File: config.mk
export PLATFORM = sky130hd
export DESIGN_NAME = quadrilatero_mac_seq
export DESIGN_NICKNAME = d
export VERILOG_FILES = /design/src/rtl/quadrilatero_mac_seq.sv
export SDC_FILE = /design/constraint.sdc
export NUM_CORES = 1
export LEC_CHECK = 0
export ABC_AREA = 1
export BUFFER_PORTS_ARGS = -buffer_cell sky130_fd_sc_hd__buf_4
export CAP_MARGIN = 20
export CORE_MARGIN = 2
export CORE_UTILIZATION = 50
export CTS_CLUSTER_SIZE = 40
export DETAILED_ROUTE_END_ITERATION = 7
export PLACE_DENSITY = 0.89
export SLEW_MARGIN = 20
export SYNTH_ARGS = -nofsm -noshare
export SYNTH_HDL_FRONTEND = slang
export SYNTH_SLANG_ARGS = --single-unit
File: constraint.sdc
create_clock -name clk_i -period 10.01 [get_ports clk_i]
set_input_delay 1.001 -clock clk_i [delete_from_list [all_inputs] [get_ports clk_i]]
set_output_delay 1.001 -clock clk_i [all_outputs]
set_load 0.01 [all_outputs]
File: src/rtl/quadrilatero_mac_seq.sv
// quadrilatero_mac_seq: sequences one FP32 dot-product job onto an external
// FP32 MAC unit, one operation in flight at a time.
// Optional feature: define QUADRILATERO_MAC_SEQ_WATCHDOG_EN to add a WAIT-state
// timeout that pulses err_o and returns the accumulator seen so far.
module quadrilatero_mac_seq #(
   parameter int LEN_W    = 8,
   parameter int WDOG_CYC = 15
) (
   input  logic             clk_i,
   input  logic             rst_i,
   input  logic             start_i,
   input  logic [LEN_W-1:0] len_i,
   input  logic [31:0]      acc_init_i,
   output logic             busy_o,
   input  logic             op_valid_i,
   output logic             op_ready_o,
   input  logic [31:0]      data_i,
   input  logic [31:0]      weight_i,
   output logic [31:0]      mac_data_o,
   output logic [31:0]      mac_weight_o,
   output logic [31:0]      mac_acc_o,
   output logic             mac_valid_o,
   input  logic             mac_finished_i,
   input  logic [31:0]      mac_acc_i,
   output logic             res_valid_o,
   input  logic             res_ready_i,
   output logic [31:0]      res_o,
   output logic             err_o
);

   typedef enum logic [1:0] {
      S_IDLE  = 2'd0,
      S_ISSUE = 2'd1,
      S_WAIT  = 2'd2,
      S_DONE  = 2'd3
   } state_t;

   // Reject degenerate configurations at elaboration time.
   if (LEN_W < 1) begin : g_chk_len
      $error("quadrilatero_mac_seq: LEN_W must be >= 1");
   end
   if (WDOG_CYC < 1) begin : g_chk_wdog
      $error("quadrilatero_mac_seq: WDOG_CYC must be >= 1");
   end

   state_t           r_state;
   logic [31:0]      r_acc;
   logic [LEN_W-1:0] r_cnt;
   logic [31:0]      r_mac_data;
   logic [31:0]      r_mac_weight;
   logic [31:0]      r_mac_acc;
   logic             r_mac_valid;

`ifdef QUADRILATERO_MAC_SEQ_WATCHDOG_EN
   localparam int WDOG_W = (WDOG_CYC < 2) ? 1 : $clog2(WDOG_CYC + 1);
   logic [WDOG_W-1:0] r_wdog;
   logic              r_err;
`endif

   // Sequencer FSM: job latch, operand issue, MAC wait, result hand-off.
   always_ff @(posedge clk_i or posedge rst_i) begin
      if (rst_i) begin
         r_state      <= S_IDLE;
         r_acc        <= '0;
         r_cnt        <= '0;
         r_mac_data   <= '0;
         r_mac_weight <= '0;
         r_mac_acc    <= '0;
         r_mac_valid  <= 1'b0;
`ifdef QUADRILATERO_MAC_SEQ_WATCHDOG_EN
         r_wdog       <= '0;
         r_err        <= 1'b0;
`endif
      end else begin
         // issue and error strobes are single-cycle pulses
         r_mac_valid <= 1'b0;
`ifdef QUADRILATERO_MAC_SEQ_WATCHDOG_EN
         r_err       <= 1'b0;
`endif
         case (r_state)
            S_IDLE: begin
               if (start_i) begin
                  r_acc   <= acc_init_i;
                  r_cnt   <= len_i;
                  r_state <= (len_i == '0) ? S_DONE : S_ISSUE;
               end
            end
            S_ISSUE: begin
               if (op_valid_i) begin
                  r_mac_data   <= data_i;
                  r_mac_weight <= weight_i;
                  r_mac_acc    <= r_acc;
                  r_mac_valid  <= 1'b1;
                  r_state      <= S_WAIT;
`ifdef QUADRILATERO_MAC_SEQ_WATCHDOG_EN
                  r_wdog       <= '0;
`endif
               end
            end
            S_WAIT: begin
               if (mac_finished_i) begin
                  // cnt is nonzero here, so the decrement never wraps
                  r_acc   <= mac_acc_i;
                  r_cnt   <= r_cnt - LEN_W'(1);
                  r_state <= (r_cnt == LEN_W'(1)) ? S_DONE : S_ISSUE;
               end
`ifdef QUADRILATERO_MAC_SEQ_WATCHDOG_EN
               else if (r_wdog == WDOG_W'(WDOG_CYC - 1)) begin
                  // give up on the MAC; deliver whatever has accumulated
                  r_err   <= 1'b1;
                  r_state <= S_DONE;
               end else begin
                  r_wdog  <= r_wdog + WDOG_W'(1);
               end
`endif
            end
            S_DONE: begin
               if (res_ready_i) r_state <= S_IDLE;
            end
            default: r_state <= S_IDLE;
         endcase
      end
   end

   assign busy_o       = (r_state != S_IDLE);
   assign op_ready_o   = (r_state == S_ISSUE);
   assign res_valid_o  = (r_state == S_DONE);
   assign res_o        = r_acc;
   assign mac_data_o   = r_mac_data;
   assign mac_weight_o = r_mac_weight;
   assign mac_acc_o    = r_mac_acc;
   assign mac_valid_o  = r_mac_valid;

`ifdef QUADRILATERO_MAC_SEQ_WATCHDOG_EN
   assign err_o = r_err;
`else
   assign err_o = 1'b0;
`endif

endmodule

==> run metrics <==
final slew viol count 0; H-tree lvl count 4; CTS Buffer Depth 2; RSZ-0062 raised after global routing false; Power Density between 300 and 400 nW/um^2; Tot GR Track Use a little over a quarter; root buf cell clkbuf_16; share of layout cells above drive strength 1 roughly a third; per-cell routed wire length 15.4 um; first-pass GRT wire length 27500 um; CTS Sinks between 100 and 150; worst-path fanout max 97; number of global-route vias before repair 5668; Post-Syn Area slightly below 6000 sq um; Setup crit start kind register; Die Height roughly 110 um; compound-cell area share of the yosys netlist 5.69%; Yosys warnings 0; CTS buffer count 17; Pre-antenna DRT Iters 7; Via Count 5654; core area approximately 12000 sq um; synth unique cells 22; Worst Skew 0.00758 ns; XOR/XNOR Fraction of Synth Area 0%; static leakage 4.79 nW; Peak supply drop between 300 and 400 uV; setup_tns 0 ns; required time of the worst setup path just over 10 ns; Antenna Cells 0; main combinational cell family by area after synthesis simple AND/OR/NAND/NOR gates; Placement Setup Slack slightly above 7 ns; R2R Setup Slk 7.44 ns; Setup Fix Bufs, Post-CTS 0; clk_lat worst skew a little over 0.4 ns; R2R depth 8; CTS resizes 0; Synth area leaders dfrtp_1, nand2_1, nor2_1; RD Place Congestion between 0.8 and 0.9; Top Ports approximately 280; DIE WIDTH roughly 110 um; DRT Wirelength 17300 um; Total Die Area between 10000 and 15000 sq um; Area after DPL 7950 sq um; Adder-Cell Fraction of Synth Area less than 1%; Yosys top cell area share 58.6%; Mean Syn Cell Area about 8.4 sq um; slew margin rel. around 33%; # setup viols final 0; fin worst setup slack between 7 and 8 ns; initial antenna violation count 0; largest area contributor in the netlist dfrtp_1; final worst path period share between 20% and 30%; Layout area overhead 44.7%; Seq/Total Area, Yosys 58.6%; post-synthesis cell count 710; Final HPWL DP around 12000 um; final net count roughly 1100; Worst-Margin Slew between 1 and 1.5 ns; Starting Density around half; Total Power just under 0.003 W; Critical Path End Type register; Critical Path AT 2.91 ns; CTS Hold Bufs 0; Rows 39; TritonCTS clock tree yes; post-synthesis simple-gate area fraction approximately 29%; failing checks DRC; flops & latches, synth around 140; WS Path Type register to register; Maximum Capacitance Violations 0; Residual DRC 20; Final Instance Area 8590 sq um; outcome finished with violations; post-synth net total about 850; WHS Path Cells 2; Vias/cell 5.03; hold crit path type register to register; Port Buf Inserts 273; Final Hold Vio Count 0; Peak Freq about 390 MHz; antenna viol nets, final 0; mux share of post-synthesis cell area 0%; Clock transition at path regs around 0.06 ns; Starting DRT DRC Count ~610; final worst path period need 2.57 ns; largest net degree at the start of global routing 98; total grt overflow 0
==> cells by family after synthesis <==
group / after synthesis
other: 1
flip-flops: 139
AND/OR/NAND/NOR: 458
AO/OA/AOI/OAI: 49
buffers and inverters: 61
adder cells (fa/ha/maj): 2
==> critical path, cell delays in order (launching register included) <==
cell and delay, ns:
dfrtp_1 0.44, inv_2 0.11, nand2_2 0.07, inv_2 0.09, nand2_4 0.48, inv_2 0.16, buf_4 0.78, nand2_1 0.20
nand2_1 0.11
==> stage by stage <==
step	utilization [%]	hold slack [ns]	instances
floorplan	-	0.486	710
global placement	69.0	0.463	1093
detailed placement	69.0	0.466	1093
CTS	74.6	0.482	1125
global route	74.6	0.496	1125
finish	74.6	0.479	1125
==> layout by cell type, fill, tap and decap left out, types with 2 or more instances in the layout <==
| cell | synthesis | final |
|---|---|---|
| o21ai_0 | 9 | 9 |
| o31ai_2 | 2 | 2 |
| clkinv_2 | 0 | 2 |
| o31ai_1 | 30 | 30 |
| inv_6 | 0 | 2 |
| buf_4 | 7 | 277 |
| a21oi_1 | 4 | 4 |
| inv_1 | 19 | 18 |
| o21ai_1 | 3 | 3 |
| dfrtp_1 | 139 | 139 |
| nor2_1 | 85 | 85 |
| ha_1 | 2 | 2 |
| or2_2 | 2 | 2 |
| nand2_2 | 1 | 2 |
| clkbuf_1 | 3 | 2 |
| clkinvlp_4 | 0 | 2 |
| clkbuf_8 | 0 | 3 |
| nand2_1 | 357 | 356 |
| nand3_1 | 11 | 11 |
| inv_2 | 5 | 5 |
| bufinv_16 | 0 | 4 |
| clkbuf_16 | 0 | 17 |
==> area by class of cell <==
cell class | instances | area [sq um]
Clock buffer | 22 | 474
Clock inverter | 10 | 163
Fill cell | 807 | 2930
Inverter | 24 | 95.1
Multi-Input combinational cell | 510 | 2120
Sequential cell | 139 | 3480
Tap cell | 143 | 179
Timing Repair Buffer | 277 | 2080
==> cells in the mapped netlist <==
cell,instances
clkbuf_1,3
nand3_1,11
nand2_4,1
inv_2,5
or2_2,2
o21ai_0,9
dfrtp_1,139
o211ai_1,1
ha_1,2
buf_6,8
a21oi_1,4
buf_2,19
nand2_1,357
nand2_2,1
o31ai_1,30
o31ai_2,2
o21ai_1,3
nor2_1,85
buf_4,7
conb_1,1
inv_1,19
nand4_1,1
==> where the power goes <==
group          internal [W]  switching (W)  leakage (nW)  total [W]
registers          0.000829       0.000188          1.73    0.00102
logic              0.000533       0.000678          2.75    0.00121
clock network      0.000437       0.000233         0.307   0.000670
==> layer usage <==
metal  share of wire [%]  vias to the layer above  wire length [um]  GRT usage (%)
met5                   0                        -                 0              0
met4                 3.0                        0               518           10.8
met3                 8.6                       42              1490           6.75
met2                  51                      263              8800           47.4
met1                  38                     2632              6520           33.2
li1                    -                     2717                 -              -
==> path summary, 6_finish.rpt <==
| kind | start | endpoint |
|---|---|---|
| worst max-delay path | r_state[1] | mac_data_o[19] |
| worst min-delay path | mac_acc_o[31] | mac_acc_o[31] |
| worst max register to register | r_state[1] | mac_data_o[19] |
| worst min register to register | mac_acc_o[31] | mac_acc_o[31] |
| max in group asynchronous | rst_i | r_cnt[4] |
| min in group asynchronous | rst_i | mac_weight_o[12] |
==> registers in the layout, indices dropped and copies added, names as in the netlist <==
| signal | cells |
|---|---|
| res_o | 32 |
| mac_data_o | 32 |
| mac_acc_o | 32 |
| mac_weight_o | 32 |
| mac_valid_o | 1 |
| r_cnt | 8 |
| r_state | 2 |
(Power assumes the default switching activity.)
